## src/rtl/oled_spi_arb_if.sv

```systemverilog
// Requester/spi_master bundle for oled_spi_arb: two byte requesters on one side,
// the spi_master byte channel on the other.
interface oled_spi_arb_if;
  logic       req0, req1;
  logic       lock0, lock1;
  logic       dc0, dc1;
  logic [7:0] data0, data1;
  logic       ack0, ack1;
  logic [1:0] grant;
  logic       send_en;
  logic       send_dc;
  logic [7:0] send_data;
  logic       send_busy;
  logic       err_to;

  modport slave (
    input  req0, req1, lock0, lock1, dc0, dc1, data0, data1, send_busy,
    output ack0, ack1, grant, send_en, send_dc, send_data, err_to
  );

  modport master (
    output req0, req1, lock0, lock1, dc0, dc1, data0, data1, send_busy,
    input  ack0, ack1, grant, send_en, send_dc, send_data, err_to
  );
endinterface

```

## src/rtl/oled_spi_arb.sv

```systemverilog
// Per-byte round-robin arbiter sharing one spi_master byte channel between the
// frame sequencer (req 0) and the command/text writer (req 1), with burst locking.
module oled_spi_arb #(
  parameter int LOCK_MAX = 16,
  parameter int GAP_CYC  = 2,
  parameter int BUSY_TO  = 64   // must be >= 1
) (
  input logic            clk,
  input logic            rst_n,
  oled_spi_arb_if.slave  bus
);
  localparam int BW = (LOCK_MAX > 0) ? $clog2(LOCK_MAX + 1) : 1;
  localparam int TW = (BUSY_TO > 1)  ? $clog2(BUSY_TO + 1)  : 1;
  localparam int GW = (GAP_CYC > 1)  ? $clog2(GAP_CYC + 1)  : 1;

  typedef enum logic [1:0] {IDLE, WAIT_HI, WAIT_LO, GAP} state_t;

  state_t          state_q;
  logic [1:0]      grant_q, ack_q;
  logic            send_en_q, send_dc_q, err_to_q;
  logic [7:0]      send_data_q;
  logic [BW-1:0]   burst_cnt_q;
  logic            rr_last_q, keep_q;
  logic [TW-1:0]   to_cnt_q;
  logic [GW-1:0]   gap_cnt_q;

  logic [1:0]      req, lock, dc;
  logic [1:0][7:0] data;
  assign req  = {bus.req1,  bus.req0};
  assign lock = {bus.lock1, bus.lock0};
  assign dc   = {bus.dc1,   bus.dc0};
  assign data = {bus.data1, bus.data0};

  // A non-zero grant in IDLE means the bus is held by a locked owner.
  logic          own_vld, own, issue_d, win_d, keep_d;
  logic [BW-1:0] burst_cnt_d;
  assign own_vld = |grant_q;
  assign own     = grant_q[1];

  always_comb begin
    win_d   = 1'b0;
    issue_d = 1'b0;
    if (own_vld) begin
      win_d   = own;
      issue_d = req[own];
    end else if (&req) begin
      win_d   = ~rr_last_q;
      issue_d = 1'b1;
    end else if (|req) begin
      win_d   = req[1];
      issue_d = 1'b1;
    end
    if (bus.send_busy) issue_d = 1'b0;
  end

  assign burst_cnt_d = !own_vld ? BW'(1) :
                       (&burst_cnt_q) ? burst_cnt_q : burst_cnt_q + 1'b1;
  assign keep_d      = lock[win_d] && (LOCK_MAX == 0 || int'(burst_cnt_d) < LOCK_MAX);

  always_ff @(posedge clk or negedge rst_n) begin
    if (!rst_n) begin
      state_q     <= IDLE;
      grant_q     <= '0;
      ack_q       <= '0;
      send_en_q   <= 1'b0;
      send_dc_q   <= 1'b0;
      send_data_q <= '0;
      err_to_q    <= 1'b0;
      burst_cnt_q <= '0;
      rr_last_q   <= 1'b1;
      keep_q      <= 1'b0;
      to_cnt_q    <= '0;
      gap_cnt_q   <= '0;
    end else begin
      send_en_q <= 1'b0;
      ack_q     <= '0;
      err_to_q  <= 1'b0;
      case (state_q)
        IDLE: begin
          if (issue_d) begin
            send_en_q   <= 1'b1;
            ack_q       <= win_d ? 2'b10 : 2'b01;
            grant_q     <= win_d ? 2'b10 : 2'b01;
            send_data_q <= data[win_d];
            send_dc_q   <= dc[win_d];
            rr_last_q   <= win_d;
            burst_cnt_q <= burst_cnt_d;
            keep_q      <= keep_d;
            to_cnt_q    <= '0;
            state_q     <= WAIT_HI;
          end else if (own_vld && !req[own] && !lock[own]) begin
            grant_q     <= '0;
            burst_cnt_q <= '0;
          end
        end
        WAIT_HI: begin
          if (bus.send_busy) begin
            state_q <= WAIT_LO;
          end else if (to_cnt_q == TW'(BUSY_TO - 1)) begin
            // spi_master never started: drop the byte rather than retry
            err_to_q  <= 1'b1;
            gap_cnt_q <= '0;
            state_q   <= GAP;
          end else begin
            to_cnt_q <= to_cnt_q + 1'b1;
          end
        end
        WAIT_LO: begin
          if (!bus.send_busy) begin
            gap_cnt_q <= '0;
            state_q   <= GAP;
          end
        end
        GAP: begin
          if (GAP_CYC == 0 || int'(gap_cnt_q) >= GAP_CYC - 1) begin
            state_q <= IDLE;
            if (!keep_q) begin
              grant_q     <= '0;
              burst_cnt_q <= '0;
            end
          end else begin
            gap_cnt_q <= gap_cnt_q + 1'b1;
          end
        end
        default: state_q <= IDLE;
      endcase
    end
  end

  assign bus.ack0      = ack_q[0];
  assign bus.ack1      = ack_q[1];
  assign bus.grant     = grant_q;
  assign bus.send_en   = send_en_q;
  assign bus.send_dc   = send_dc_q;
  assign bus.send_data = send_data_q;
  assign bus.err_to    = err_to_q;
endmodule

```

## src/flat_wrapper.sv

```systemverilog
// flat-port wrapper written by rule: the top's interface ports become plain ports
module oled_spi_arb_flat 
#(
  parameter int LOCK_MAX = 16,
  parameter int GAP_CYC  = 2,
  parameter int BUSY_TO  = 64                  
)
  (clk, rst_n, bus_req0, bus_req1, bus_lock0, bus_lock1, bus_dc0, bus_dc1, bus_data0, bus_data1, bus_send_busy, bus_ack0, bus_ack1, bus_grant, bus_send_en, bus_send_dc, bus_send_data, bus_err_to);
  oled_spi_arb_if bus_i ();
  input logic clk;
  input logic rst_n;
  input wire logic [$bits(bus_i.req0)-1:0] bus_req0;
  input wire logic [$bits(bus_i.req1)-1:0] bus_req1;
  input wire logic [$bits(bus_i.lock0)-1:0] bus_lock0;
  input wire logic [$bits(bus_i.lock1)-1:0] bus_lock1;
  input wire logic [$bits(bus_i.dc0)-1:0] bus_dc0;
  input wire logic [$bits(bus_i.dc1)-1:0] bus_dc1;
  input wire logic [$bits(bus_i.data0)-1:0] bus_data0;
  input wire logic [$bits(bus_i.data1)-1:0] bus_data1;
  input wire logic [$bits(bus_i.send_busy)-1:0] bus_send_busy;
  output wire logic [$bits(bus_i.ack0)-1:0] bus_ack0;
  output wire logic [$bits(bus_i.ack1)-1:0] bus_ack1;
  output wire logic [$bits(bus_i.grant)-1:0] bus_grant;
  output wire logic [$bits(bus_i.send_en)-1:0] bus_send_en;
  output wire logic [$bits(bus_i.send_dc)-1:0] bus_send_dc;
  output wire logic [$bits(bus_i.send_data)-1:0] bus_send_data;
  output wire logic [$bits(bus_i.err_to)-1:0] bus_err_to;
  assign bus_i.req0 = bus_req0;
  assign bus_i.req1 = bus_req1;
  assign bus_i.lock0 = bus_lock0;
  assign bus_i.lock1 = bus_lock1;
  assign bus_i.dc0 = bus_dc0;
  assign bus_i.dc1 = bus_dc1;
  assign bus_i.data0 = bus_data0;
  assign bus_i.data1 = bus_data1;
  assign bus_i.send_busy = bus_send_busy;
  assign bus_ack0 = bus_i.ack0;
  assign bus_ack1 = bus_i.ack1;
  assign bus_grant = bus_i.grant;
  assign bus_send_en = bus_i.send_en;
  assign bus_send_dc = bus_i.send_dc;
  assign bus_send_data = bus_i.send_data;
  assign bus_err_to = bus_i.err_to;
  oled_spi_arb #(.LOCK_MAX(LOCK_MAX), .GAP_CYC(GAP_CYC), .BUSY_TO(BUSY_TO)) u_core (.clk(clk), .rst_n(rst_n), .bus(bus_i));
endmodule
```

## config.mk

```make
export PLATFORM = sky130hd
export DESIGN_NAME = oled_spi_arb_flat
export DESIGN_NICKNAME = d
export VERILOG_FILES = /design/src/rtl/oled_spi_arb_if.sv /design/src/rtl/oled_spi_arb.sv /design/src/flat_wrapper.sv
export SDC_FILE = /design/constraint.sdc
export NUM_CORES = 1
export LEC_CHECK = 0
export ABC_AREA = 1
export ABC_CLOCK_PERIOD_IN_PS = 1600
export BUFFER_PORTS_ARGS = -buffer_cell sky130_fd_sc_hd__buf_2
export CAP_MARGIN = 30
export CORE_ASPECT_RATIO = 0.9
export CORE_MARGIN = 2
export CORE_UTILIZATION = 30
export CTS_CLUSTER_DIAMETER = 150
export DETAILED_ROUTE_END_ITERATION = 6
export PLACE_DENSITY_LB_ADDON = 0.15
export SYNTH_ARGS = -nofsm -noshare
export SYNTH_HDL_FRONTEND = slang
export SYNTH_SLANG_ARGS = --single-unit
```

## constraint.sdc

```tcl
create_clock -name clk -period 1.6 [get_ports clk]
set_input_delay 0.4 -clock clk [delete_from_list [all_inputs] [get_ports clk]]
set_output_delay 0.4 -clock clk [all_outputs]
set_load 0.005 [all_outputs]
```

; ---- Word level (Yosys, flattened, before mapping)
; Index checks and enable logic that the tools add are counted.
[word_totals]
regBits = 33
inputBits = 25
out_inout_bits = 15
elab_cells = 104
[classes]
addsub = 3
n_lt_le_gt_ge = 4
n_eq_ne = 14
mux = 52
bitwise = 1
reduce_logical = 18
[ops]
columns = op, count
row1 = $mux W2, 16
row2 = $mux W5, 6
row3 = $mux W7, 3
row4 = $mux W1, 20
row5 = $mux W8, 2
row6 = $pmux W7 S2, 1
row7 = $reduce_and A4 Y1, 3
row8 = $ne A2 B2 Y1 const B, 5
row9 = $pmux W5 S2, 1
row10 = $reduce_and A5 Y1, 2
row11 = $pmux W2 S4, 1
row12 = $add A7 B1 Y7 const B, 1
row13 = $eq A7 B6 Y1 const B, 1
row14 = $ne A2 B1 Y1 const B, 3
row15 = $pmux W2 S3, 1
row16 = $add A5 B1 Y5 const B, 1
row17 = $lt A5 B5 Y1 const B, 1
row18 = $eq A2 B2 Y1 const B, 2
row19 = $lt A1 B2 Y1 const B, 2
row20 = $pmux W2 S2, 1
row21 = $reduce_and A2 Y1, 2
row22 = $reduce_bool A2 Y1, 2
row23 = $reduce_or A2 Y1, 2
row24 = $logic_and A1 B1 Y1, 3
row25 = 9 further kinds, 10

; ---- Depth between registers and ports, before layout
[logic_depth]
word_depth = 8
mapped_depth = 10
ltp_nobuf = 10

; ---- Worst setup path after synthesis
; Ideal clock, no wire load.
[synth_path]
path_kind = register to register
start = register u_core.state_q[0]
end = register u_core.to_cnt_q[3]
setup_time_ps = 118
arrival_ps = 1371
required_ps = 1482
path_slack_ps = 111
path_stages_with_launch = 9
path_buffers = 1
synth_period_minus_slack_ps = 1489
path_cell_list = dfrtp_1 > inv_1 > ha_1 > nand2_1 > nand2_2 > nand3_4 > buf_12 > nand2_2 > o21ai_2
[synth_via]
elab_chain_len = 3
elab_cells_between_ends = 8
classes_between = eq/ne: 4 / mux: 1 / reduce/logical: 3
[synth_lines]
columns = item, line_no
row1 = start: declaration, oled_spi_arb.sv:18  ; state_t state_q;
row2 = start signal: assignment, oled_spi_arb.sv:62  ; state_q <= IDLE;
row3 = start signal: assignment, oled_spi_arb.sv:90  ; state_q <= WAIT_HI;
row4 = start signal: assignment, oled_spi_arb.sv:98  ; state_q <= WAIT_LO;
row5 = $eq A2 B1 Y1 or $logic_not A2 Y1 (tied branches), oled_spi_arb.sv:78  ; case (state_q)
row6 = "$ne A2 B2 Y1 (no source line), or another cell as far along", n/a
row7 = $reduce_and A4 Y1 (no source line), n/a
row8 = end signal: assignment, oled_spi_arb.sv:105  ; to_cnt_q <= to_cnt_q + 1'b1;
row9 = end: declaration, oled_spi_arb.sv:24  ; logic [TW-1:0] to_cnt_q;
; Several ways; a longest one is shown, not always the timed one.
; A chain may end at the register's enable or synchronous reset.

; ---- Worst setup path after layout
[layout_path]
start = register u_core.state_q[0]
end = register u_core.grant_q[1], in the netlist u_core.bus.grant[1]
[layout_via]
elab_chain_len = 3
elab_cells_between_ends = 8
classes_between = eq/ne: 4 / mux: 1 / reduce/logical: 3
[layout_lines]
columns = item, line_no
row1 = $eq A2 B2 Y1 or $logic_not A2 Y1 (tied branches), oled_spi_arb.sv:78
row2 = "$ne A2 B2 Y1 (no source line), or another cell as far along", n/a
row3 = $reduce_and A4 Y1 (no source line), n/a
row4 = end signal: assignment, oled_spi_arb.sv:83  ; grant_q <= win_d ? 2'b10 : 2'b01;
row5 = end: declaration, oled_spi_arb.sv:19  ; logic [1:0] grant_q, ack_q;
; Several ways; a longest one is shown, not always the timed one.

==> impl_metrics.csv <==
group,metric,value,unit
outcome,status,"finished, final reports clean",
sta,slew_viol_final,0,
finish,nFillCells,690,
sta,slew_headroom,69.97,%
floorplanning,die_w,89.24,um
synthesis,mappedNetlistNets,278,
sta,skew,5.747,ps
clocking,clock-sinks,33,
power,pwr_density_cell,1567,nW/um^2
finish,mostFrequentLayoutCells,"nand2_1, buf_2, dfrtp_1",
finish,final_core_util,39.71,%
sta,max_freq,0.6683,GHz
sta,hold_viol,0,
clocking,cts_buffer_depth,2,
routing,vias,1682,
routing,wl_per_cell,11.07,um
clocking,path_clk_slew,80,ps
sta,fin_tns_setup,0,ps
grt,grt_pass1_wl,7238,um
clocking,cts_buffers,5,
synthesis,avgSynthCellArea,8.008,um^2
sta,rsz0062_at_grt,"no",
worst_setup_path,path_cells,"inv_1 -> ha_2 -> buf_4 -> or2_2 -> nand3_4 -> nand2_1 -> o21ai_1",
job,max_cap_viol_count,0,
floorplanning,dieArea,7203,um^2
synthesis,synth_area_leaders,"dfrtp_1, nand2_1, nand3_1",
worst_setup_path,path_buf_inv,2,
worst_setup_path,cp_max_fo,6,
clocking,clockRootBuffer,"clkbuf_8",
synthesis,synth-seq-cells,33,
routing,wl,4263,um
routing,drt_iter0_drc,51,
synthesis,synth-xor-area-share,1.339,%
sta,post-route-min-period,1496,ps
worst_setup_path,start_kind,"register",
synthesis,synth_cells,245,
min_path,hp-class,"in -> async",
synthesis,synth_top_family_by_area,"simple AND/OR/NAND/NOR gates",
grt,antenna_found_initial,0,
placed_design,dp_hpwl,3148,um
synthesis,ys.flop_type,"dfrtp_1",
finish,layout_commonest_cell,"nand2_1",
finish,area_delta_synth_final,25.83,%
worst_setup_path,slowest_delay,420,ps
worst_setup_path,cp-end-kind,"register",
synthesis,synth_top_cell_area_share,40.82,%
synthesis,synth_edf_count,0,
routing,antenna_left,0,
floorplanning,core_area,6216,um^2
floorplanning,boundaryPins,40,
synthesis,synth_warnings,0,
floorplanning,start_util,31.56,%
synthesis,async_flop_share,100.0,%
worst_setup_path,worst_ep_required_time,1820,ps
sta,worstMarginPinSlew,447.4,ps
synthesis,synth_area,1962,um^2
clocking,holdBufCountCts,0,
synthesis,synthDistinctLibCells,30,
floorplanning,num_rows,27,
worst_setup_path,critical_path_class,"reg -> reg",
synthesis,synthMuxAreaShare,0,%
finish,drive_gt1_share,33.56,%
clocking,cts_tree,"yes",
grt,grt-ovfl-total,0,
clocking,clk_latency,290,ps
synthesis,seq_area_frac_synth,42.16,%
routing,avgViaCountPerCell,4.369,
synthesis,synth_fa_ha_area_share,5.102,%
routing,drt_first_pass_iters,5,
synthesis,synth_simple_gate_area_share,36.67,%
placed_design,io_buffers,39,
routing,drc,0,
worst_setup_path,cp_top_family,"simple AND/OR/NAND/NOR gates",
power,total_power,3869,uW
power,leakage,0.001259,uW
synthesis,synth_compound_area_share,7.844,%
power,vdd_drop_max,0.5411,mV
sta,finalSetupViolCount,0,
grt,first_global_vias,1595,
worst_setup_path,cp_data_arrival_time,1720,ps
clocking,htreeDepth,2,
synthesis,netlist.top_cell.by_area,"dfrtp_1",
placed_design,place_congestion,0.7423,
worst_setup_path,crit_slowest_cell,"dfrtp_2",
sta,hold_ws,133.3,ps
sta,post-route-period-util,93.52,%
finish,diodes,0,
floorplanning,die_h,80.72,um
grt,grt_max_degree,34,
finish,finalNetCount,330,
grt,grtUsageTotal,12.84,%
report_power, final:
| group | internal (uW) | leakage [uW] | switching, uW |
|---|---|---|---|
| Combinational | 723 | 0.000772 | 1120 |
| Clock | 466 | 0.0000543 | 340 |
| Sequential | 1070 | 0.000433 | 150 |
| Total | 2260 | 0.00126 | 1610 |
worst register-to-register path, stage by stage, from the launching register on:
cell and delay, ps:
dfrtp_2 420, inv_1 100, ha_2 210, buf_4 160, or2_2 300, nand3_4 110, nand2_1 60, o21ai_1 70
layout make-up:
class	instances	area (um^2)	area share, %
clock buffers	5	68.82	2.788
clock inverters	3	46.29	1.875
inverters	25	96.34	3.903
multi-input cells	185	1065	43.13
flip-flops and latches	33	828.3	33.55
well taps	87	108.9	4.410
repair buffers	47	255.2	10.34
Yosys cell counts, types with 2 or more instances:
cell     count
nand3_1     22
ha_1         8
or2_2        4
a21oi_1      4
nand3_2      3
inv_1       21
dfrtp_1     32
inv_2        2
nor3_1       3
nand2_2     11
o21ai_0      8
o21a_1       2
nor2_8       2
xor2_1       2
nand4_1      3
nor2_1       8
o21ai_1      2
nand2_1     90
o21ai_2      7
repair_timing:
action                     4_1_cts  5_1_grt
gates resized for setup          0       15
setup endpoints to repair        0       18
setup buffers                    0        1
state kept, by name (all words and copies together), names as in the netlist:
name and count:
u_core.bus.send_data 8, u_core.to_cnt_q 7, u_core.burst_cnt_q 5, u_core.ack_q 2, u_core.bus.grant 2, u_core.gap_cnt_q 2
u_core.state_q 2, u_core.bus.err_to 1, u_core.bus.send_dc 1, u_core.bus.send_en 1, u_core.keep_q 1, u_core.rr_last_q 1
cells by family (layout without fill, tap and decap cells):
logic type / after synthesis / after routing
adder cells (fa/ha/maj): 8 / 8
flip-flops: 33 / 33
XOR/XNOR: 3 / 3
buffers and inverters: 28 / 80
AND/OR/NAND/NOR: 149 / 150
AO/OA/AOI/OAI: 24 / 24
path summary, 6_finish.rpt:
kind	slack (ps)	endpoint	start	cells after the start
worst min register to register	480	u_core.rr_last_q	u_core.rr_last_q	2
min in group clk	310	u_core.bus.send_data[4]	bus_data1[4]	3
worst max register to register	100	u_core.bus.grant[1]	u_core.state_q[0]	7
worst min-delay path	130	u_core.burst_cnt_q[4]	rst_n	2
max in group asynchronous	1140	u_core.rr_last_q	rst_n	2
worst max-delay path	100	u_core.bus.grant[1]	u_core.state_q[0]	7
stage by stage:
stage               area, um^2  instances  setup slack (ps)
finish                    2469        385             103.7
global route              2469        385             2.084
CTS                       2395        383             9.548
detailed placement        2280        375             37.26
global placement          2280        375             54.35
floorplan                 1962        245             111.1
metal layers:
| layer | up-vias | share of wire, % | global-route usage [%] |
|---|---|---|---|
| li1 | 885 | - | - |
| met1 | 750 | 51 | 18.52 |
| met2 | 43 | 42 | 19.19 |
| met3 | 4 | 5.7 | 3.905 |
| met4 | 0 | 0.84 | 2.239 |
| met5 | - | 0 | 0 |
(Power assumes the default switching activity.)
